### src/rtl/exp_sched_pkg.sv
// Shared types for the exponent job scheduler: FSM states, default width,
// requester id.
package exp_sched_pkg;

    localparam int unsigned EXP_WIDTH = 32;

    typedef enum logic [2:0] {
        S_IDLE,
        S_LAUNCH,
        S_WAIT_EXP,
        S_RESP,
        S_LCD_WAIT,
        S_LCD_GO
    } state_t;

    // Two requesters, so the id is a single bit.
    typedef logic req_id_t;

endpackage

### src/rtl/exp_watchdog.sv
// Watchdog counter: cleared on clr_i, counts while en_i, and flags expiry once
// the count reaches LIMIT-1 (where it then parks until the next clear).
module exp_watchdog #(
    parameter int unsigned LIMIT = 1048576
) (
    input  logic clk_i,
    input  logic rst_i,
    input  logic clr_i,
    input  logic en_i,
    output logic expire_o
);

    localparam int unsigned CW = (LIMIT > 1) ? $clog2(LIMIT) : 1;

    logic [CW-1:0] cnt_q, cnt_d;

    assign expire_o = (cnt_q == CW'(LIMIT - 1));

    // Next count: clear wins, otherwise count up and saturate at expiry.
    always_comb begin
        cnt_d = cnt_q;
        if (clr_i)
            cnt_d = '0;
        else if (en_i && !expire_o)
            cnt_d = cnt_q + 1'b1;
    end

    // Count register.
    always_ff @(posedge clk_i) begin
        if (rst_i)
            cnt_q <= '0;
        else
            cnt_q <= cnt_d;
    end

endmodule

### src/rtl/exp_job_scheduler.sv
// Round-robin scheduler sharing one a^n core between two requesters. Launches
// the core, watches for completion with a watchdog, returns the result to the
// requester, then hands successful results to the LCD controller.
module exp_job_scheduler
    import exp_sched_pkg::*;
#(
    parameter int unsigned WIDTH          = EXP_WIDTH,
    parameter int unsigned TIMEOUT_CYCLES = 1048576
) (
    input  logic             clk,
    input  logic             rst,
    input  logic             req0,
    input  logic             req1,
    input  logic [WIDTH-1:0] a0,
    input  logic [WIDTH-1:0] n0,
    input  logic [WIDTH-1:0] a1,
    input  logic [WIDTH-1:0] n1,
    output logic             done0,
    output logic             done1,
    output logic [WIDTH-1:0] res_o,
    output logic             err_o,
    output logic             exp_go,
    output logic [WIDTH-1:0] exp_a,
    output logic [WIDTH-1:0] exp_n,
    input  logic             exp_done,
    input  logic [WIDTH-1:0] exp_result,
    output logic             lcd_start,
    output logic [WIDTH-1:0] lcd_value,
    input  logic             lcd_busy,
    output logic             busy_o,
    output logic             timeout_err
);

    state_t           state_q, state_d;
    req_id_t          last_q, last_d;
    req_id_t          id_q, id_d;
    req_id_t          pick;
    logic [WIDTH-1:0] a_q, a_d, n_q, n_d;
    logic [WIDTH-1:0] res_q, res_d;
    logic [WIDTH-1:0] lcdv_q, lcdv_d;
    logic             err_q, err_d;
    logic             tmo_q, tmo_d;
    logic             wd_expire;

    exp_watchdog #(
        .LIMIT (TIMEOUT_CYCLES)
    ) u_wd (
        .clk_i    (clk),
        .rst_i    (rst),
        .clr_i    (state_q == S_LAUNCH),
        .en_i     (state_q == S_WAIT_EXP),
        .expire_o (wd_expire)
    );

    // Arbitration pick: on a tie, the requester not granted last wins.
    always_comb begin
        pick = req1;
        if (req0 && req1)
            pick = ~last_q;
    end

    // Next-state and datapath latching for the job sequence.
    always_comb begin
        state_d = state_q;
        last_d  = last_q;
        id_d    = id_q;
        a_d     = a_q;
        n_d     = n_q;
        res_d   = res_q;
        lcdv_d  = lcdv_q;
        err_d   = err_q;
        tmo_d   = tmo_q;
        case (state_q)
            S_IDLE: begin
                if (req0 || req1) begin
                    id_d    = pick;
                    last_d  = pick;
                    a_d     = pick ? a1 : a0;
                    n_d     = pick ? n1 : n0;
                    state_d = S_LAUNCH;
                end
            end
            S_LAUNCH: state_d = S_WAIT_EXP;
            S_WAIT_EXP: begin
                // A completion in the expiry cycle still counts as success.
                if (exp_done) begin
                    res_d   = exp_result;
                    err_d   = 1'b0;
                    state_d = S_RESP;
                end else if (wd_expire) begin
                    res_d   = '0;
                    err_d   = 1'b1;
                    tmo_d   = 1'b1;
                    state_d = S_RESP;
                end
            end
            // Timed-out jobs are reported but never displayed.
            S_RESP: state_d = err_q ? S_IDLE : S_LCD_WAIT;
            S_LCD_WAIT: begin
                if (!lcd_busy) begin
                    lcdv_d  = res_q;
                    state_d = S_LCD_GO;
                end
            end
            S_LCD_GO: state_d = S_IDLE;
            default:  state_d = S_IDLE;
        endcase
    end

    // State and datapath registers; reset abandons any in-flight job.
    always_ff @(posedge clk) begin
        if (rst) begin
            state_q <= S_IDLE;
            last_q  <= 1'b1;
            id_q    <= 1'b0;
            a_q     <= '0;
            n_q     <= '0;
            res_q   <= '0;
            lcdv_q  <= '0;
            err_q   <= 1'b0;
            tmo_q   <= 1'b0;
        end else begin
            state_q <= state_d;
            last_q  <= last_d;
            id_q    <= id_d;
            a_q     <= a_d;
            n_q     <= n_d;
            res_q   <= res_d;
            lcdv_q  <= lcdv_d;
            err_q   <= err_d;
            tmo_q   <= tmo_d;
        end
    end

    // Moore outputs decoded from registered state.
    assign exp_go      = (state_q == S_LAUNCH);
    assign done0       = (state_q == S_RESP) && !id_q;
    assign done1       = (state_q == S_RESP) && id_q;
    assign err_o       = (state_q == S_RESP) && err_q;
    assign res_o       = res_q;
    assign exp_a       = a_q;
    assign exp_n       = n_q;
    assign lcd_start   = (state_q == S_LCD_GO);
    assign lcd_value   = lcdv_q;
    assign busy_o      = (state_q != S_IDLE);
    assign timeout_err = tmo_q;

endmodule
### config.mk
export PLATFORM = sky130hd
export DESIGN_NAME = exp_job_scheduler
export DESIGN_NICKNAME = d
export VERILOG_FILES = /design/src/rtl/exp_sched_pkg.sv /design/src/rtl/exp_watchdog.sv /design/src/rtl/exp_job_scheduler.sv
export SDC_FILE = /design/constraint.sdc
export NUM_CORES = 1
export LEC_CHECK = 0
export ABC_AREA = 1
export CAP_MARGIN = 20
export CORE_MARGIN = 8
export CORE_UTILIZATION = 35
export CTS_CLUSTER_SIZE = 28
export DETAILED_ROUTE_END_ITERATION = 8
export PLACE_DENSITY = 0.78
export SLEW_MARGIN = 20
export SYNTH_ARGS = -nofsm -noshare
export SYNTH_HDL_FRONTEND = slang
export SYNTH_SLANG_ARGS = --single-unit
export TNS_END_PERCENT = 10
### constraint.sdc
create_clock -name clk -period 1.79 [get_ports clk]
set_input_delay 0.358 -clock clk [delete_from_list [all_inputs] [get_ports clk]]
set_output_delay 0.358 -clock clk [all_outputs]
set_load 0.05 [all_outputs]
Word-level counts from Yosys, hierarchy flattened
Cells that the tools add are included.

Eq/ne operators: 9. Multiplexer cells: 13. Reductions and logical operators: 17. Bitwise operators: 3. Add/sub/neg operators: 1.

Operators with widths (number): 32-bit two-way mux (4); 20-bit by 1-bit adder with 20-bit output, second input constant (1); 20-bit equality test, second input constant (1); 3-bit two-way mux (5); 3-bit one-hot mux with 5 select lines (1); 3-bit by 2-bit equality test with 1-bit output, second input constant (2); 3-bit equality test, second input constant (2); 2-bit AND reduction (3); 3-bit AND reduction (2); 1-bit logical AND (5); 2-bit inequality test, second input constant (2); 3-bit by 1-bit equality test with 1-bit output, second input constant (1); 3-bit zero test (1); 1-bit two-way mux (3); 3-bit inequality test, second input constant (1); 1-bit NOT (3); 3-bit nonzero test (1); 1-bit zero test (2); 2-bit nonzero test (1); 2-bit OR reduction (1); 1-bit logical OR (1).

Register bits: 155.

Depth between registers and ports, before layout
Word-level depth: 4. Depth in mapped cells: 11. Mapped depth without buffers: 10.

Cells and area by module
From an unflattened synthesis, not the netlist that was laid out.

Cells, all modules: 1210. Area total of the unflattened synthesis: 7597.3 sq um.

By module, submodules not included: exp_job_scheduler (area each 6361.1 sq um, times used 1, cells each 1021, seq. area each 2702.6 sq um); exp_watchdog (area each 1236.2 sq um, times used 1, cells each 189, seq. area each 400.4 sq um).

Worst setup path after synthesis
OpenSTA, ideal clock, no wires.

Path type: reg2reg. From: register state_q[0]. To: register u_wd.cnt_q[16]. Setup time: 0.124 ns. Buffers on the path: 1. Slack: -0.433 ns. Required time: 1.666 ns. Cell stages (with the launch flop): 7. Data arrival time: 2.099 ns. Cells stage by stage: dfxtp_1 inv_1 nor3_1 inv_1 nand2_1 buf_2 nor3b_1.

Longest elaborated chain between the ends: 2. Elaborated cells between the ends (all ways): 4.

RTL lines: start, declared (line exp_job_scheduler.sv:34) `state_t state_q, state_d;`; start signal, assigned (line exp_job_scheduler.sv:123) `state_q <= state_d;`; 3-bit by 1-bit equality test with 1-bit output; net exp_go (line exp_job_scheduler.sv:22) `output logic exp_go,`; 2-bit OR reduction (no source line); end signal, assigned (line exp_watchdog.sv:33) `cnt_q <= cnt_d;`; end, declared (line exp_watchdog.sv:15) `logic [CW-1:0] cnt_q, cnt_d;`.

The timed path passes the listed nets, and every way through them passes these cells. A chain may end at the register's enable or synchronous reset.

Worst setup path in the final report
From: register state_q[0]. To: output done0.

Longest elaborated chain between the ends: 2.

RTL lines: 3-bit by 2-bit equality test with 1-bit output (line exp_job_scheduler.sv:137) `assign done0 = (state_q == S_RESP) && !id_q;`; 1-bit logical AND (line exp_job_scheduler.sv:137); end, declared (line exp_job_scheduler.sv:18) `output logic done0,`.

No other way between the ends.

==> out/metrics.cfg <==
[route]
wl_um=23800
firstDrtPassIters=5
vias=7124
postRouteAntennaNets=0
drt-initial-drc-count=469
detail_route.wl_per_cell_um=16.8
viasPerCell=5.03
drc=0

[synth]
synth_area_leader_cell=dfxtp_1
ys_warn_count=0
synth-main-ff-cell=dfxtp_1
synthesis.area_um2=6570
ys_types=33
yosys.area.top_type_share=0.472
ys_async_sr_fraction=0
syn-num-nets=1053
ys_top_cells_by_count=207 x a21oi_1, 205 x nand2_1, 155 x dfxtp_1
ys_seq_area_frac=0.472
syn_avg_cell_area_um2=7.41
synth_edf_count=0
synth-seq-cells=155
synthCells=886
synthTopCellsByArea=dfxtp_1 47%, a21oi_1 16%, nand2_1 12%
yosysMostFrequentCell=a21oi_1

[critical_path]
reg2reg_to=exp_n[3]
crit_path_max_fanout=4
worstSetupStartpointType=flop
reg2reg_slack_ns=0.18
required_ns=1.43
arrival_ns=1.43
endpoint_kind=output pin
reg2reg_from=state_q[1]
worstSetupPathType=reg -> out
r2r_cells=6

[clock_network]
cts_hold_buffers=0
clock_latency_ns=0.43
post-cts-setup-buffer-count=0
numCtsBuffers=17
htreeDepth=4
clock-sinks=155
clockBufferDepth=2
path_clk_slew_ns=0.06
cts-root-buf=clkbuf_16
tritoncts=built

[placement]
place.gp.congestion=0.880
dp_cells=1386
port_buffers=300
placed_area_um2=9650
dp_hpwl_um=17600

[outcome]
outcome=complete, no violations

[finish]
synthToLayoutAreaGrowth_pct=55.9
fin_cells=1417
final_area_um2=10200
nets=1338
drive_above_1_share=0.207
antenna_cells=0
final_util=0.551

[min_path]
hp-class=in -> reg
worstHoldEndpoint=exp_n[9]
whs_path_depth=4
hp-start=rst

[sta]
period_needed_ns=1.79
period_share=0.999
maxSlewViolCount=0
hold_violations=0
skew_ns=0.0115
worst_pin_slew_ns=0.708
rsz0062_at_grt=yes
setup_viol=0
relSlewSlack=0.528
fmax_ghz=0.559

[power_and_ir_drop]
ir_drop_uv=663
p_leak_nw=3.99
powerDensity_nw_per_um2=1010

[floorplan]
num_rows=50
die_area_um2=23400
dieHeight_um=153
die-width_um=153
top_level_ports=301
coreArea_um2=18600
start_util=0.354

[global_routing]
gr-total-overflow=0
grt_pass1_vias=7079
grt_max_degree=70
antenna_found_initial=0
grt_pass1_wl_um=37600
track_usage=0.198

[flow_run]
maxCapViolCount=0

[cell usage in the layout (no fill, tap or decap), types with 2 or more instances in the layout]
cell type / instances
a21oi_1: 206
nand2_1: 205
clkdlybuf4s50_1: 164
buf_4: 155
dfxtp_1: 152
nand3_1: 81
o21ai_0: 60
nor2_1: 24
inv_1: 17
clkbuf_16: 17
buf_12: 13
a21oi_2: 10
inv_2: 9
xnor2_1: 8
nand2_2: 7
o21ai_1: 6
clkinv_2: 4
xor2_1: 4
nor2_4: 3
nand4_1: 3
nand3b_1: 3
clkinvlp_4: 3
clkinv_4: 3
inv_6: 3
nor3_2: 2
nor3_4: 2
a21oi_4: 2
nor2_2: 2
dfxtp_4: 2
[registers in the layout, indices dropped and copies added, names as in the netlist, 3 cells and up]
| name | flops |
|---|---|
| exp_a | 32 |
| state_q | 3 |
| exp_n | 32 |
| res_o | 32 |
| u_wd.cnt_q | 20 |
| lcd_value | 32 |
[worst max path at each step]
stage,slack (ns),startpoint,end,depth (start not counted)
5_1_grt,-0.06,state_q[0],done1,5
4_1_cts,-0.04,state_q[1],done0,5
3_3_place_gp,-0.09,req0,exp_n[20],6
2_1_floorplan,-0.15,state_q[2],lcd_start,2
6_report,0.002,state_q[0],done0,5
3_5_place_dp,-0.11,req0,exp_a[22],7
[repair_timing]
item	4_1_cts	5_1_grt
pin swaps	1	1
resized for setup	11	6
setup endpoints to repair	5	4
[per-stage QoR]
stage                     power, mW  hold WS, ns  setup TNS, ns  setup slack, ns
after floorplan                5.79        0.429         -0.149           -0.149
after global placement         7.03        0.439          -4.43          -0.0895
after detailed placement       7.06        0.443          -5.19           -0.113
after CTS                      10.4        0.345        -0.0966          -0.0366
after global routing           10.8        0.374         -0.181          -0.0629
final                          10.3        0.364              0          0.00239
[cell families (layout without fill, tap and decap cells)]
family          Yosys count  in the layout  synth area share
xor+xnor                 12             12            0.0160
flops                   155            155             0.472
compound gates          286            286             0.225
fa+ha+maj                 1              1           0.00190
simple gates            336            336             0.221
buf+inv                  96            393            0.0636
[worst max-delay path: stages, from the launching register on]
cell and delay (ns):
dfxtp_4 0.38, inv_4 0.05, nor3_4 0.20, inv_2 0.11, nor2_4 0.11, buf_12 0.14
[final cells by class]
cell class | instances | area (um2)
Clock buffer | 17 | 425
Clock inverter | 14 | 118
Fill cell | 1692 | 8340
Inverter | 29 | 113
Multi-Input combinational cell | 635 | 3110
Sequential cell | 155 | 3110
Tap cell | 234 | 293
Timing Repair Buffer | 333 | 3070
[layer usage]
| metal | wire [um] | GRT usage | share of wire | up-vias |
|---|---|---|---|---|
| met1 | 9430 | 0.226 | 0.40 | 3258 |
| met2 | 11300 | 0.324 | 0.48 | 280 |
| met4 | 647 | 0.0721 | 0.027 | 0 |
| li1 | - | - | - | 3547 |
| met3 | 2390 | 0.0854 | 0.10 | 39 |
| met5 | 0 | 0 | 0 | - |
[where the power goes]
part	switching, mW	internal [mW]
clock network	1.54	1.79
logic	1.98	1.08
registers	0.185	3.75
total	3.71	6.62
Power figures use the tool's default switching activity.
